File: src/rtl/uart_rx_ctrl.sv
// uart_rx_ctrl: UART receiver for remote alarm commands.
//
// Decodes 8N1 frames from the asynchronous i_rx pin. Build with the
// UART_RX_PARITY_EN macro defined to receive 8E1/8O1 frames instead. A
// single-entry valid/ready buffer passes each accepted byte to the
// command decoder.
//
// Parameters:
//   CLK_FREQ    system clock in Hz
//   BAUD_RATE   line bit rate; CLK_FREQ/BAUD_RATE must be at least 4
//   PARITY_ODD  parity sense with UART_RX_PARITY_EN (0 = even, 1 = odd)
//
// Ports:
//   i_clk        system clock, rising edge
//   i_rst_n      asynchronous active-low reset
//   i_rx         serial line, idle high, asynchronous to i_clk
//   i_ready      consumer takes o_data when high together with o_valid
//   i_clr_err    synchronous clear of the sticky o_overrun flag
//   o_data       received byte (LSB first on the line)
//   o_valid      o_data holds an unconsumed byte
//   o_frame_err  1-cycle pulse: stop bit sampled low
//   o_parity_err 1-cycle pulse: parity mismatch (constant 0 without parity)
//   o_overrun    sticky: a byte completed while the buffer was full
//   o_busy       receiver FSM is not idle
module uart_rx_ctrl #(
  parameter int CLK_FREQ   = 100_000_000,
  parameter int BAUD_RATE  = 9600,
  parameter int PARITY_ODD = 0
) (
  input  logic       i_clk,
  input  logic       i_rst_n,
  input  logic       i_rx,
  input  logic       i_ready,
  input  logic       i_clr_err,
  output logic [7:0] o_data,
  output logic       o_valid,
  output logic       o_frame_err,
  output logic       o_parity_err,
  output logic       o_overrun,
  output logic       o_busy
);

  localparam int CLKS_PER_BIT = CLK_FREQ / BAUD_RATE;
  localparam int CNT_W        = $clog2(CLKS_PER_BIT);
  localparam logic [CNT_W-1:0] CNT_MID = CNT_W'(CLKS_PER_BIT / 2 - 1);
  localparam logic [CNT_W-1:0] CNT_END = CNT_W'(CLKS_PER_BIT - 1);

  typedef enum logic [2:0] {
    S_IDLE,
    S_START,
    S_DATA,
    S_PARITY,
    S_STOP
  } state_t;

  // Parity bit the transmitter should have sent for byte b.
  function automatic logic parity_expected(input logic [7:0] b);
    return (^b) ^ (PARITY_ODD != 0);
  endfunction

  state_t           state;
  logic [CNT_W-1:0] cnt;
  logic [2:0]       bit_idx;
  logic [7:0]       shift;
  logic             rx_meta_p0;
  logic             rx_s;
  logic             parity_bad;

  // ---- stage p0/p1: two-flop synchronizer, reset to the idle-high level
  always_ff @(posedge i_clk or negedge i_rst_n) begin
    if (!i_rst_n) begin
      rx_meta_p0 <= 1'b1;
      rx_s       <= 1'b1;
    end else begin
      rx_meta_p0 <= i_rx;
      rx_s       <= rx_meta_p0;
    end
  end

`ifdef UART_RX_PARITY_EN
  logic parity_err_q;
  assign o_parity_err = parity_err_q;
`else
  assign parity_bad   = 1'b0;
  assign o_parity_err = 1'b0;
`endif

  // ---- frame FSM, delivery buffer and status flags
  always_ff @(posedge i_clk or negedge i_rst_n) begin
    if (!i_rst_n) begin
      state       <= S_IDLE;
      cnt         <= '0;
      bit_idx     <= '0;
      shift       <= '0;
      o_data      <= '0;
      o_valid     <= 1'b0;
      o_frame_err <= 1'b0;
      o_overrun   <= 1'b0;
      o_busy      <= 1'b0;
`ifdef UART_RX_PARITY_EN
      parity_bad   <= 1'b0;
      parity_err_q <= 1'b0;
`endif
    end else begin
      o_frame_err <= 1'b0;
`ifdef UART_RX_PARITY_EN
      parity_err_q <= 1'b0;
`endif
      if (o_valid && i_ready) o_valid <= 1'b0;
      // A set later in this block overrides the clear.
      if (i_clr_err) o_overrun <= 1'b0;

      case (state)
        S_IDLE: begin
          if (!rx_s) begin
            state  <= S_START;
            cnt    <= '0;
            o_busy <= 1'b1;
          end
        end
        S_START: begin
          // Half a bit in: a line that went high again was a glitch.
          if (cnt == CNT_MID) begin
            cnt <= '0;
            if (!rx_s) begin
              state   <= S_DATA;
              bit_idx <= '0;
            end else begin
              state  <= S_IDLE;
              o_busy <= 1'b0;
            end
          end else begin
            cnt <= cnt + 1'b1;
          end
        end
        S_DATA: begin
          if (cnt == CNT_END) begin
            shift[bit_idx] <= rx_s;
            cnt            <= '0;
            bit_idx        <= bit_idx + 3'd1;
            if (bit_idx == 3'd7) begin
`ifdef UART_RX_PARITY_EN
              state <= S_PARITY;
`else
              state <= S_STOP;
`endif
            end
          end else begin
            cnt <= cnt + 1'b1;
          end
        end
`ifdef UART_RX_PARITY_EN
        S_PARITY: begin
          if (cnt == CNT_END) begin
            parity_bad <= (rx_s != parity_expected(shift));
            cnt        <= '0;
            state      <= S_STOP;
          end else begin
            cnt <= cnt + 1'b1;
          end
        end
`endif
        S_STOP: begin
          // Leaving at mid-stop leaves half a bit to catch the next start edge.
          if (cnt == CNT_END) begin
            cnt         <= '0;
            state       <= S_IDLE;
            o_busy      <= 1'b0;
            o_frame_err <= !rx_s;
`ifdef UART_RX_PARITY_EN
            parity_err_q <= parity_bad;
`endif
            if (rx_s && !parity_bad) begin
              if (!o_valid || i_ready) begin
                o_data  <= shift;
                o_valid <= 1'b1;
              end else begin
                o_overrun <= 1'b1;
              end
            end
          end else begin
            cnt <= cnt + 1'b1;
          end
        end
        default: begin
          state  <= S_IDLE;
          o_busy <= 1'b0;
        end
      endcase
    end
  end

endmodule
File: config.mk
export PLATFORM = sky130hd
export DESIGN_NAME = uart_rx_ctrl
export DESIGN_NICKNAME = d
export VERILOG_FILES = /design/src/rtl/uart_rx_ctrl.sv
export SDC_FILE = /design/constraint.sdc
export NUM_CORES = 1
export LEC_CHECK = 0
export BUFFER_PORTS_ARGS = -buffer_cell sky130_fd_sc_hd__buf_2
export CAP_MARGIN = 20
export CORE_AREA = 2 2 61 63
export CTS_BUF_LIST = sky130_fd_sc_hd__clkbuf_4 sky130_fd_sc_hd__clkbuf_8 sky130_fd_sc_hd__clkbuf_16
export DETAILED_ROUTE_END_ITERATION = 10
export DIE_AREA = 0 0 63 65
export PLACE_DENSITY_LB_ADDON = 0.25
export SETUP_SLACK_MARGIN = 0.1
export SKIP_LAST_GASP = 1
export SLEW_MARGIN = 20
export SYNTH_ARGS = -nofsm -noshare
export SYNTH_HDL_FRONTEND = slang
export SYNTH_SLANG_ARGS = --single-unit
export TNS_END_PERCENT = 10
File: constraint.sdc
create_clock -name i_clk -period 2.9 [get_ports i_clk]
set_input_delay 0 -clock i_clk [delete_from_list [all_inputs] [get_ports i_clk]]
set_output_delay 0 -clock i_clk [all_outputs]
set_load 0.02 [all_outputs]
# After elaboration in Yosys (flattened, before gate mapping)
# Index checks and enable logic that the tools add are counted.
[op_classes]
addsub = 2
bitwise = 1
magnitude_cmp = 2
mux = 35
reduce_logical = 15
n_eq_ne = 13
[op_table]
columns = ["cell", "n"]
rows = [
  ["two-way mux 14 bit", 3],
  ["case mux 14 bit (3 select lines)", 1],
  ["two-way mux 3 bit", 8],
  ["two-way mux 1 bit", 17],
  ["adder 14 x 1 -> 14 bit, second input constant", 1],
  ["equality test 14 x 13 -> 1 bit, second input constant", 1],
  ["equality test 14 bit, second input constant", 1],
  ["inequality test 2 bit, second input constant", 7],
  ["case mux 3 bit (4 select lines)", 1],
  ["AND reduction 5 bit", 2],
  ["bitwise mux 8 bit", 1],
  ["AND reduction 4 bit", 2],
  ["equality test 3 bit, second input constant", 2],
  ["case mux 3 bit (2 select lines)", 1],
  ["less-than comparator 3 x 4 -> 1 bit, second input constant", 1],
  ["case mux 1 bit (4 select lines)", 1],
  ["AND reduction 2 bit", 2],
  ["adder 3 x 1 -> 3 bit, second input constant", 1],
  ["demux 1 bit (select 3 bit)", 1],
  ["equality test 3 x 1 -> 1 bit, second input constant", 1],
  ["equality test 3 x 2 -> 1 bit, second input constant", 1],
  [">= comparator 3 x 1 -> 1 bit, second input constant", 1],
  ["logical NOT 3 bit", 1],
  ["nonzero test 3 bit", 1],
  ["7 further kinds", 9],
]
[totals]
elab_cells = 79
out_inout_bits = 13
inputBits = 5
regBits = 42

# Depth between registers and ports, before layout
# Gate-level depths: netlist of run 1.
[depth]
ltp_word = 6
depth_mapped = 8
depth_no_buf = 6

# Least setup slack after synthesis of run 1
# Ideal clock, no wire load.
[synth_timing]
path_type = "register to register"
startpoint = "register cnt[0]"
endpoint = "register shift[3]"
arrival_time_ns = 1.749
stages_incl_launch_ff = 8
t_required_ns = 2.775
setup_slack_ns = 1.027
n_path_buf = 1
path_cell_list = "dfrtp_1 ha_1 and4bb_1 and4_4 buf_6 and3_2 nand3b_1 mux2_2"
[synth_via]
elab_chain_cells = 2
[synth_lines]
columns = ["item", "line", "rtl"]
rows = [
  ["from (decl)", "62", "logic [CNT_W-1:0] cnt;"],
  ["from (signal assigned)", "133", "cnt <= cnt + 1'b1;"],
  ["from (signal assigned)", "149", "cnt <= cnt + 1'b1;"],
  ["from (signal assigned)", "182", "cnt <= cnt + 1'b1;"],
  ["equality test 14 bit", "137", "if (cnt == CNT_END) begin"],
  ["AND reduction 2 bit (no source line)", "n/a", ""],
  ["to (signal, indexed assignment)", "138", "shift[bit_idx] <= rx_s;"],
  ["to (decl)", "64", "logic [7:0] shift;"],
]
# No other way between the ends.
# A chain may end at the register's enable or synchronous reset.

# Worst setup path after layout of run 1
[layout_timing]
startpoint = "register cnt[1]"
endpoint = "register o_data[7]"
[layout_via]
elab_chain_cells = 2
[layout_lines]
columns = ["item", "line", "rtl"]
rows = [
  ["equality test 14 bit", "165", "if (cnt == CNT_END) begin"],
  ["AND reduction 4 bit (no source line)", "n/a", ""],
  ["to (signal assigned)", "175", "o_data <= shift;"],
  ["to (decl)", "35", "output logic [7:0] o_data,"],
]
# No other way between the ends.

==> PnR_summary.wiki, run 1 <==
{| class="wikitable"
! Metric !! Value
|-
| Pin count of the biggest net entering global routing || between 40 and 50
|-
| Final Hold Fails || 0
|-
| Portion of total power attributed to sequential cells || 54.9%
|-
| Buffer cell driving the clock tree root || sky130_fd_sc_hd__clkbuf_4
|-
| Count of clock tree sinks || 42
|-
| Worst endpoint required time || roughly 3.2 ns
|-
| Count of H-tree levels built during CTS || 2
|-
| Area growth syn-to-layout || 11.9%
|-
| Hold_ws || 0.294 ns
|-
| TritonCTS clock tree || built
|-
| Setup ws final || 0.774 ns
|-
| Antenna violations before repair || 0
|-
| Number of placed instances, taps included || 245
|-
| Area leader, netlist || sky130_fd_sc_hd__dfrtp_1
|-
| Fraction of the yosys area taken by sequential cells || between 50% and 60%
|-
| Endpoints failing setup || 0
|-
| Final routed wirelength across all metal layers || 3820 µm
|-
| Post-Synthesis Cells || 189
|-
| Grt total ovfl || 0
|-
| Cell internal power dissipation || slightly below 0.9 mW
|-
| Slew headroom || 40.1%
|-
| Main synth FF type || sky130_fd_sc_hd__dfrtp_1
|-
| Initial drt markers || 96
|-
| PnR Total Power || 1.08 mW
|-
| Initial Util || approximately 60%
|-
| Switching power summed over all nets || between 0.2 and 0.25 mW
|-
| Signal arrival time at the worst endpoint || 2.38 ns
|-
| Number of antenna repair diodes || 0
|-
| Worst IR drop on VDD || 0.255 mV
|-
| Tightest Pin Transition || around 0.9 ns
|-
| Number of warning messages in the yosys log || 0
|-
| WS Path Type || register to register
|-
| Area of the mapped netlist || 2070 µm²
|-
| Placeable Area || 3500 µm²
|-
| Overall Global Routing Usage || 21.4%
|-
| Kind of capture point of the worst setup path || register
|-
| Post-synth cell types || 42
|-
| Setup Fix Bufs, Post-CTS || 0
|-
| Fraction of layout instances using a drive strength above 1 || between 20 and 25%
|-
| TritonCTS Buffers || 5
|-
| Crit path max-delay cell type || sky130_fd_sc_hd__and4_1
|-
| Final worst-path cycle share || 73.3%
|-
| Clock share of power || 43.2%
|-
| Count of pins on the block boundary || 18
|-
| Final min period || roughly 2.1 ns
|-
| Number of optimization iterations in the first detailed-route pass || 4
|-
| Clk pin slew, worst setup/hold paths || 0.12 ns
|-
| Slowest stage delay, CP || 0.44 ns
|-
| Area of the die || 4100 µm²
|-
| Layout Cells excl Fill || roughly 260
|-
| Cell types with the largest area share after synthesis || sky130_fd_sc_hd__dfrtp_1, sky130_fd_sc_hd__mux2_2, sky130_fd_sc_hd__a22o_1
|-
| Remaining antenna violation count after routing || 0
|-
| Sum Neg Setup Slack || 0 ns
|-
| Post-placement worst setup slack || 0.765 ns
|-
| Combinational share of power || about 1.9%
|-
| Final max-slew violation count || 0
|-
| Standby leakage power || between 1 and 1.5 nW
|-
| Final routed wire length divided by cell count || between 10 and 15 µm
|-
| Routability congestion estimate from global placement || 0.875
|-
| Via-per-instance ratio || 5.75
|-
| Achievable frequency || 470 MHz
|-
| Count of nets after finishing || 217
|-
| Wire length of the first global-routing pass || 6680 µm
|-
| Via count || 1,484
|-
| Count of input and output buffers || 16
|-
| Startpoint Class || register
|-
| Vertical extent of the die || 65 µm
|-
| Via count of the first global-routing pass || 1,485
|-
| Die Span X || approximately 63 µm
|-
| Post-synth EDFFs || 0
|-
| Commonest non-fill, non-tap cell in the layout || sky130_fd_sc_hd__dfrtp_1
|-
| Max-capacitance violation count || 0
|-
| Average size of a mapped cell || 11.0 µm²
|-
| Async set-reset flop share out of synthesis || 100%
|-
| PD cells || 464 nW/µm²
|-
| Clock Skew || approximately 0.025 ns
|-
| Cell-by-cell listing of the critical path || ha_1 -> and4bb_1 -> and4_4 -> and4_1 -> mux2_2
|-
| Number of flip-flops and latches in the synthesized netlist || 42
|-
| Result of the run || completed
|-
| Number of buffers on the longest clock path || 2
|-
| Peak fanout along the critical path || 12
|-
| Most frequent cells in the layout || sky130_fd_sc_hd__dfrtp_1, sky130_fd_sc_hd__mux2_2, sky130_fd_sc_hd__buf_2
|-
| Number of cell rows || 22
|-
| Half-perimeter wire length after placement || 2670 µm
|-
| Synthesized net count || a little under 200
|-
| Type of the most critical hold path || primary input to register
|-
| Residual DRC || 0
|-
| RSZ-0062 raised after global routing || false
|-
| Share of the synthesized area in the top cell type || 48.3%
|-
| Worst skew pair latency || around 0.37 ns
|-
| Switching share of power || 19.8%
|}
## per-stage QoR
step           util [%]  instance area, µm²
5_1_grt            66.4                2320
3_3_place_gp       61.9                2160
3_5_place_dp       61.9                2160
2_1_floorplan         -                2070
6_report           66.4                2320
4_1_cts            66.4                2320
## sequential cells by signal (all words and copies together), names as in the netlist, 3 cells and up
register  count
shift         8
bit_idx       3
state         3
o_data        8
cnt          14
## area by class of cell
cell class	instances	area (µm²)
repair buffers	22	138
inverters	3	11.3
flip-flops and latches	42	1050
clock buffers	5	37.5
well taps	48	60.1
fillers	284	1180
clock inverters	3	68.8
multi-input cells	135	951
## layer usage
metal | vias to the layer above | GRT usage, % | share of wire (%)
met5 | - | 0 | 0
met4 | 0 | 9.17 | 1.9
met3 | 8 | 4.17 | 2.7
met2 | 23 | 39.1 | 54
met1 | 735 | 24.2 | 41
li1 | 718 | - | -
## synth_stat cells (2+ instances only)
cell type / n
sky130_fd_sc_hd__a22o_1: 9
sky130_fd_sc_hd__dfrtp_1: 40
sky130_fd_sc_hd__nand2b_1: 2
sky130_fd_sc_hd__buf_2: 4
sky130_fd_sc_hd__dfstp_2: 2
sky130_fd_sc_hd__nand4_1: 2
sky130_fd_sc_hd__o21ai_0: 6
sky130_fd_sc_hd__nor3b_1: 4
sky130_fd_sc_hd__nand3_1: 11
sky130_fd_sc_hd__nor2_1: 15
sky130_fd_sc_hd__and2_1: 2
sky130_fd_sc_hd__nor3_1: 6
sky130_fd_sc_hd__nand3b_1: 7
sky130_fd_sc_hd__buf_4: 3
sky130_fd_sc_hd__inv_1: 3
sky130_fd_sc_hd__nand2_1: 14
sky130_fd_sc_hd__a21oi_1: 3
sky130_fd_sc_hd__and4_1: 2
sky130_fd_sc_hd__and4bb_1: 2
sky130_fd_sc_hd__xnor2_1: 3
sky130_fd_sc_hd__o22ai_1: 2
sky130_fd_sc_hd__ha_1: 3
sky130_fd_sc_hd__or2_2: 2
sky130_fd_sc_hd__nor2b_1: 2
sky130_fd_sc_hd__mux2_2: 17
sky130_fd_sc_hd__a21o_1: 7
## final timing paths
| check | startpoint | to | slack [ns] | cells after the start |
|---|---|---|---|---|
| setup reg to reg | cnt[1]$_DFFE_PN0P_ | o_data[7]$_DFFE_PN0P_ | 0.77 | 5 |
| setup / recovery | cnt[1]$_DFFE_PN0P_ | o_data[7]$_DFFE_PN0P_ | 0.77 | 5 |
| min in group asynchronous | i_rst_n | o_data[4]$_DFFE_PN0P_ | 0.30 | 2 |
| max in group asynchronous | i_rst_n | bit_idx[2]$_DFFE_PN0P_ | 2.03 | 2 |
| hold / removal | i_rx | rx_meta_p0$_DFF_PN1_ | 0.29 | 2 |
| hold reg to reg | rx_meta_p0$_DFF_PN1_ | rx_s$_DFF_PN1_ | 0.37 | 0 |
## worst max-delay path, delay by kind of cell, from the launching register on
kind	cells	cell delay (ns)
adder cells (fa/ha/maj)	1	0.24
multiplexers	1	0.39
flip-flops	1	0.42
AND/OR/NAND/NOR	3	0.97
## logic make-up after synthesis
| kind of cell | synth area share (%) |
|---|---|
| AOI/OAI and AO/OA | 9.90 |
| xor gates and xnor gates | 1.69 |
| adders and majority gates | 2.29 |
| buffers and inverters | 3.32 |
| DFF | 50.8 |
| muxes | 9.72 |
| other | 0.181 |
| and+or+nand+nor | 22.1 |
## power groups by stage
stage               registers [mW]  logic [mW]  clock network (mW)
floorplan                    0.600     0.00529                   0
global placement             0.602      0.0162                   0
detailed placement           0.603      0.0168                   0
CTS                          0.592      0.0209               0.476
global route                 0.592      0.0238               0.498
finish                       0.592      0.0201               0.465
## timing repair
action	CTS	global route
endpoints found under the hold margin	43	0
resized for setup	0	0
hold buffers	5	0
(Power assumes the default switching activity.)
==> run 2: changes to the inputs <==
Settings changed: CORE_AREA 2 2 61 63 to 2 2 63 65, DIE_AREA 0 0 63 65 to 0 0 65 67.
Clock period 2.9 ns to 1.98 ns, I/O delays scaled along.
==> run 2 against run 1 <==
Against the previous run: setup slack got worse by 0.65 ns; design area rose by 5.6%; clock power rose by 21%; clock-buffer cell count rose by 1; sequential power rose by 46%; core utilization rose by 1.5 points; flip-flop and latch count did not move.
==> PnR_summary.wiki, run 2 (synthesized netlist as in run 1, its figures left out) <==
{| class="wikitable"
! Metric !! Value
|-
| Result of the run || completed
|-
| Number of antenna repair diodes || 0
|-
| Initial drt markers || 61
|-
| Wire length of the first global-routing pass || 6620 µm
|-
| RSZ-0062 raised after global routing || true
|-
| Count of clock tree sinks || 42
|-
| Final worst-path cycle share || 93.8%
|-
| Die Span X || 65 µm
|-
| Half-perimeter wire length after placement || 2810 µm
|-
| Number of buffers on the longest clock path || 2
|-
| Combined area of the multi-input logic cells || 985 µm²
|-
| Final Hold Fails || 0
|-
| Slowest stage delay, CP || ~0.38 ns
|-
| Residual DRC || 0
|-
| Cell family with the largest share of critical-path delay || simple AND/OR/NAND/NOR gates
|-
| PnR Total Power || 1.46 mW
|-
| Number of optimization iterations in the first detailed-route pass || 5
|-
| Number of cell rows || 22
|-
| Post-Layout Inst Area || 2450 µm²
|-
| Antenna violations before repair || 0
|-
| Kind of capture point of the worst setup path || register
|-
| Achievable frequency || 539 MHz
|-
| Cell-by-cell listing of the critical path || ha_2 -> and4bb_1 -> and4_4 -> and4_4 -> mux2_2
|-
| Overall Global Routing Usage || 20.4%
|-
| Fillers || 270
|-
| Peak fanout along the critical path || 8
|-
| Standby leakage power || 1.19 nW
|-
| Final min period || 1.86 ns
|-
| Grt total ovfl || 0
|-
| Clk pin slew, worst setup/hold paths || around 0.08 ns
|-
| Endpoints failing setup || 0
|-
| Clock Skew || between 0.005 and 0.006 ns
|-
| TritonCTS Buffers || 5
|-
| Largest register FFs || 14
|-
| Startpoint Class || register
|-
| Flip-flop and latch area || 1050 µm²
|-
| Type of the most critical hold path || primary input to register
|-
| Routability congestion estimate from global placement || 0.861
|-
| TritonCTS clock tree || built
|-
| Initial Util || approximately 57%
|-
| Pin count of the biggest net entering global routing || 43
|-
| R2R Setup Slk || about 0.12 ns
|-
| Final routed wirelength across all metal layers || 4110 µm
|-
| Cell type with the highest occurrence count on the critical path || sky130_fd_sc_hd__and4_4
|-
| Worst endpoint required time || 2.16 ns
|-
| Commonest non-fill, non-tap cell in the layout || sky130_fd_sc_hd__dfrtp_1
|-
| Biggest regs || cnt x14, o_data x8, shift x8
|-
| Signal arrival time at the worst endpoint || about 2.0 ns
|-
| Area of the die || 4360 µm²
|-
| Final max-slew violation count || 0
|-
| Count of input and output buffers || 16
|-
| Via-per-instance ratio || 5.70
|-
| Share of the core filled with cells in the final layout || 67.9%
|-
| Slew headroom || 39.1%
|-
| Count of H-tree levels built during CTS || 2
|-
| Most frequent cells in the layout || sky130_fd_sc_hd__dfrtp_1, sky130_fd_sc_hd__mux2_2, sky130_fd_sc_hd__buf_2
|-
| Via count of the first global-routing pass || about 1.4k
|-
| Count of nets after finishing || 231
|-
| Remaining antenna violation count after routing || 0
|-
| Register with the highest flop count || cnt
|-
| Placeable Area || 3610 µm²
|-
| Max-capacitance violation count || 0
|-
| Worst skew pair latency || 0.29 ns
|-
| Count of pins on the block boundary || 18
|-
| Via count || 1,550
|-
| Area growth syn-to-layout || 18.1%
|-
| Crit path max-delay cell type || sky130_fd_sc_hd__dfrtp_1
|-
| Tightest Pin Transition || between 0.9 and 1 ns
|-
| Worst IR drop on VDD || 0.491 mV
|-
| Fraction of layout instances using a drive strength above 1 || 31.7%
|-
| Bufs and invs on worst path || 0
|-
| Area after detailed placement || 2260 µm²
|-
| WS Path Type || register to register
|-
| Final routed wire length divided by cell count || around 15 µm
|-
| Buffer cell driving the clock tree root || sky130_fd_sc_hd__clkbuf_8
|-
| Vertical extent of the die || 67 µm
|-
| PD cells || 595 nW/µm²
|}
[run 2: changes by cell type in the layout (fill, tap and decap cells not counted), sizes merged]
cell,previous run,this run
bufinv,2,0
buf,17,32
and4,3,4
clkinvlp,0,1
dlygate4sd3,5,3
clkbuf,5,6
[run 2: layout make-up]
| type | count | share of cell area [%] |
|---|---|---|
| clock buffer | 6 | 3.37 |
| clock inverter | 2 | 0.511 |
| inverter | 3 | 0.460 |
| multi-input combinational | 136 | 40.2 |
| sequential | 42 | 43.1 |
| tap | 48 | 2.45 |
| timing repair buffer | 35 | 9.91 |
[run 2: worst paths after layout]
path,start,end,cells past startpoint
hold / removal,i_ready,o_valid$_DFF_PN0_,3
setup / recovery,cnt[1]$_DFFE_PN0P_,o_data[3]$_DFFE_PN0P_,5
setup reg to reg,cnt[1]$_DFFE_PN0P_,o_data[3]$_DFFE_PN0P_,5
hold reg to reg,rx_meta_p0$_DFF_PN1_,rx_s$_DFF_PN1_,0
max in group asynchronous,i_rst_n,state[0]$_DFFE_PN0P_,2
min in group asynchronous,i_rst_n,o_data[4]$_DFFE_PN0P_,2
[run 2: timing repair]
item                                    in CTS  in global routing
pin swaps                                    1                  2
gates resized for setup                      2                  5
setup buffers                                0                  4
endpoints found under the setup margin       8                 22
hold buffers                                 3                  0
gates cloned                                 0                  1
endpoints found under the hold margin       42                  0
[run 2: report_power, final]
part	switching, mW	total [mW]	internal [mW]
registers	0.00516	0.866	0.861
logic	0.0202	0.0283	0.00805
clock network	0.283	0.563	0.280
[run 2: stage by stage]
step / hold slack, ns / setup WS [ns] / cells / setup TNS (ns)
final: 0.0484 / 0.124 / 272 / 0
after global routing: 0.0459 / 0.0732 / 272 / 0
after CTS: 0.0419 / 0.105 / 267 / 0
after detailed placement: 0.110 / -0.0810 / 256 / -0.565
after global placement: 0.107 / 0.0242 / 256 / 0
after floorplan: -0.296 / 0.107 / 189 / 0
[run 2: tightest hold or removal path: cells and delay by family]
kind                   cells  cell delay [ns]
and+or+nand+nor            2             0.24
buffers and inverters      1             0.07
[run 2: routing by layer]
| metal | track usage, % | routed length [µm] | part of all wire (%) | vias to the layer above |
|---|---|---|---|---|
| met5 | 0 | 0 | 0 | - |
| met2 | 33.6 | 2000 | 49 | 29 |
| met3 | 5.07 | 141 | 3.4 | 9 |
| met4 | 8.78 | 70 | 1.7 | 0 |
| met1 | 25.5 | 1890 | 46 | 767 |
| li1 | - | - | - | 745 |
==> run 3: changes to the inputs <==
Settings changed: ABC_AREA from default to 1, BUFFER_PORTS_ARGS -buffer_cell sky130_fd_sc_hd__buf_2 to default, CORE_AREA 2 2 63 65 to 2 2 65 67, DIE_AREA 0 0 65 67 to 0 0 67 69, DONT_BUFFER_PORTS from default to 1.
==> run 3 against run 2 <==
Against the previous run: clock skew shrank 0.0015 ns; clock-buffer cell count fell by 1; first-iteration DRC count grew to 2.9 times the previous value; core utilization fell by 1.5 points; die area rose by 6.2%; maximum frequency grew 8.0%; critical path type unchanged; highest routed layer unchanged.
==> PnR_summary.wiki, run 3 <==
{| class="wikitable"
! Metric !! Value
|-
| Result of the run || completed
|-
| Final Hold Fails || 0
|-
| Die Span X || 67 µm
|-
| PD cells || roughly 610 nW/µm²
|-
| Share of the synthesized area in the top cell type || a little over two fifths
|-
| Number of flip-flops and latches in the synthesized netlist || 42
|-
| Via-per-instance ratio || 5.44
|-
| Cell types with the largest area share after synthesis || sky130_fd_sc_hd__dfrtp_1, sky130_fd_sc_hd__nand2_1, sky130_fd_sc_hd__nand3_1
|-
| Origin of the critical flop-to-flop path || cnt[0]$_DFFE_PN0P_
|-
| Crit path max-delay cell type || sky130_fd_sc_hd__dfrtp_1
|-
| Slew headroom || 66.4%
|-
| Buffer cell driving the clock tree root || sky130_fd_sc_hd__clkbuf_8
|-
| Max-capacitance violation count || 0
|-
| Most numerous cell types in the synthesized netlist || sky130_fd_sc_hd__nand2_1, sky130_fd_sc_hd__nand3_1, sky130_fd_sc_hd__inv_1, sky130_fd_sc_hd__dfrtp_1, sky130_fd_sc_hd__nor2_1
|-
| Setup Fix Bufs, Post-CTS || 0
|-
| Remaining antenna violation count after routing || 0
|-
| Wire length of the first global-routing pass || between 8000 and 9000 µm
|-
| Routability congestion estimate from global placement || 0.949
|-
| Launching element of the worst setup path || cnt[0]$_DFFE_PN0P_
|-
| Post-Layout Inst Area || 2600 µm²
|-
| Peak fanout along the critical path || 6
|-
| Final max-slew violation count || 0
|-
| Initial drt markers || 174
|-
| Via count of the first global-routing pass || 1,797
|-
| Placeable Area || 3910 µm²
|-
| Fraction of the yosys area taken by sequential cells || 44.5%
|-
| Post-Synthesis Cells || 313
|-
| Endpoints failing setup || 0
|-
| WS Path Type || register to register
|-
| Overall Global Routing Usage || 23.5%
|-
| Cell-by-cell listing of the critical path || ha_1 -> nand2_1 -> inv_1 -> nand2_1 -> nor2_1 -> nand2_1 -> nand2_1 -> nand3_1 -> nand2_1 -> o21ai_0
|-
| Clock Skew || ~0.0040 ns
|-
| Worst IR drop on VDD || 0.418 mV
|-
| Half-perimeter wire length after placement || roughly 3400 µm
|-
| Main synth FF type || sky130_fd_sc_hd__dfrtp_1
|-
| TritonCTS Buffers || 5
|-
| Signal arrival time at the worst endpoint || around 1.9 ns
|-
| Synthesized net count || 321
|-
| Count of nets after finishing || 331
|-
| Area growth syn-to-layout || 9.78%
|-
| Clk pin slew, worst setup/hold paths || 0.08 ns
|-
| Async set-reset flop share out of synthesis || 100%
|-
| Final min period || around 1.7 ns
|-
| Vertical extent of the die || 69 µm
|-
| Number of buffers on the longest clock path || 2
|-
| Final worst-path cycle share || roughly 87%
|-
| Most frequent cells in the layout || sky130_fd_sc_hd__nand2_1, sky130_fd_sc_hd__nand3_1, sky130_fd_sc_hd__inv_1
|-
| Post-synth cell types || 34
|-
| Slowest stage delay, CP || roughly 0.4 ns
|-
| Number of warning messages in the yosys log || 0
|-
| Count of H-tree levels built during CTS || 2
|-
| Residual DRC || 0
|-
| Achievable frequency || ~580 MHz
|-
| Count of pins on the block boundary || 18
|-
| Area of the die || 4620 µm²
|-
| Initial Util || between 60% and 70%
|-
| Post-placement worst setup slack || 0.0955 ns
|-
| Total met2 wirelength after detailed routing || about 2100 µm
|-
| Number of cell rows || 23
|-
| Sum Neg Setup Slack || 0 ns
|-
| Post-synth EDFFs || 0
|-
| Final routed wirelength across all metal layers || 4790 µm
|-
| Worst skew pair latency || 0.30 ns
|-
| Antenna violations before repair || 0
|-
| Top-count cell post-synth || sky130_fd_sc_hd__nand2_1
|-
| Setup ws final || around 0.26 ns
|-
| Top layer in use || met4
|-
| Kind of capture point of the worst setup path || register
|-
| Area after detailed placement || 2420 µm²
|-
| Final routed wire length divided by cell count || 12.8 µm
|-
| Type of the most critical hold path || primary input to asynchronous set/reset pin
|-
| Average size of a mapped cell || 7.56 µm²
|-
| Via count || 2,034
|-
| TritonCTS clock tree || built
|-
| Fraction of layout instances using a drive strength above 1 || between 10 and 15%
|-
| Register with the highest flop count || cnt
|-
| Number of antenna repair diodes || 0
|-
| Startpoint Class || register
|-
| Biggest regs || cnt x14, o_data x8, shift x8
|-
| Commonest non-fill, non-tap cell in the layout || sky130_fd_sc_hd__nand2_1
|-
| Area leader, netlist || sky130_fd_sc_hd__dfrtp_1
|-
| Standby leakage power || 1.22 nW
|-
| Pin count of the biggest net entering global routing || 43
|-
| Routed met3 length || 362 µm
|-
| Count of input and output buffers || 0
|-
| Number of optimization iterations in the first detailed-route pass || 4
|-
| Fillers || 333
|-
| Tightest Pin Transition || 0.503 ns
|-
| Grt total ovfl || 0
|-
| Count of clock tree sinks || between 40 and 50
|-
| Worst endpoint required time || between 2 and 2.5 ns
|-
| Cell type with the highest occurrence count on the critical path || sky130_fd_sc_hd__nand2_1
|-
| Routed metal-1 wirelength || 2290 µm
|-
| RSZ-0062 raised after global routing || true
|-
| Largest register FFs || 14
|-
| Area of the mapped netlist || between 2000 and 2500 µm²
|-
| PnR Total Power || between 1.5 and 2 mW
|}
==> run 3: cells by family after synthesis <==
kind of cell	after synthesis	share of synthesized area [%]
flip-flops	42	44.5
XOR/XNOR	4	1.48
AO/OA/AOI/OAI	34	9.30
buffers and inverters	51	8.88
AND/OR/NAND/NOR	178	34.1
other	1	0.158
adder cells (fa/ha/maj)	3	1.59
==> run 3: path summary, 6_finish.rpt <==
path	end	cells after the start	slack [ns]
min in group i_clk	rx_meta_p0$_DFF_PN1_	1	0.23
max	bit_idx[0]$_DFFE_PN0P_	10	0.26
min reg2reg	rx_s$_DFF_PN1_	0	0.36
min	cnt[0]$_DFFE_PN0P_	2	0.17
max reg2reg	bit_idx[0]$_DFFE_PN0P_	10	0.26
max in group asynchronous	rx_meta_p0$_DFF_PN1_	2	1.54
==> run 3: report_power, final <==
group	switching (mW)	internal, mW	leakage, nW
logic	0.0232	0.0101	0.598
registers	0.00252	0.861	0.560
clock network	0.306	0.378	0.0585
==> run 3: cell type report <==
cell class                 instances  area [µm²]  share of cell area (%)
clock inverter                     3        43.8                    1.69
sequential                        42        1050                    40.5
tap                               50        62.6                    2.41
multi-input combinational        220        1110                    42.6
inverter                          44         165                    6.36
timing repair buffer              10        97.6                    3.76
clock buffer                       5        68.8                    2.65
==> run 3: critical path, delay by kind of cell, from the launching register on <==
kind / cells / cell delay (ns)
buffers and inverters: 1 / 0.08
and+or+nand+nor: 7 / 0.81
AOI/OAI and AO/OA: 1 / 0.08
adders and majority gates: 1 / 0.23
DFF: 1 / 0.40
==> run 3: routing by layer <==
metal / global-route usage (%) / up-vias
met5: 0 / -
met2: 33.1 / 75
met1: 33.9 / 926
met4: 7.26 / 0
met3: 7.83 / 7
li1: - / 1026
==> run 3: stage by stage <==
step | hold WS, ns | util [%] | std cells
2_1_floorplan | -0.296 | - | 313
5_1_grt | 0.189 | 66.4 | 374
3_5_place_dp | -0.295 | 61.9 | 361
3_3_place_gp | -0.295 | 61.9 | 361
4_1_cts | 0.189 | 66.3 | 374
6_report | 0.168 | 66.4 | 374
==> run 3: what timing repair did <==
action	CTS	global route
endpoints found under the hold margin	45	0
hold buffers	5	0
gates resized for setup	0	1
endpoints found under the setup margin	0	11
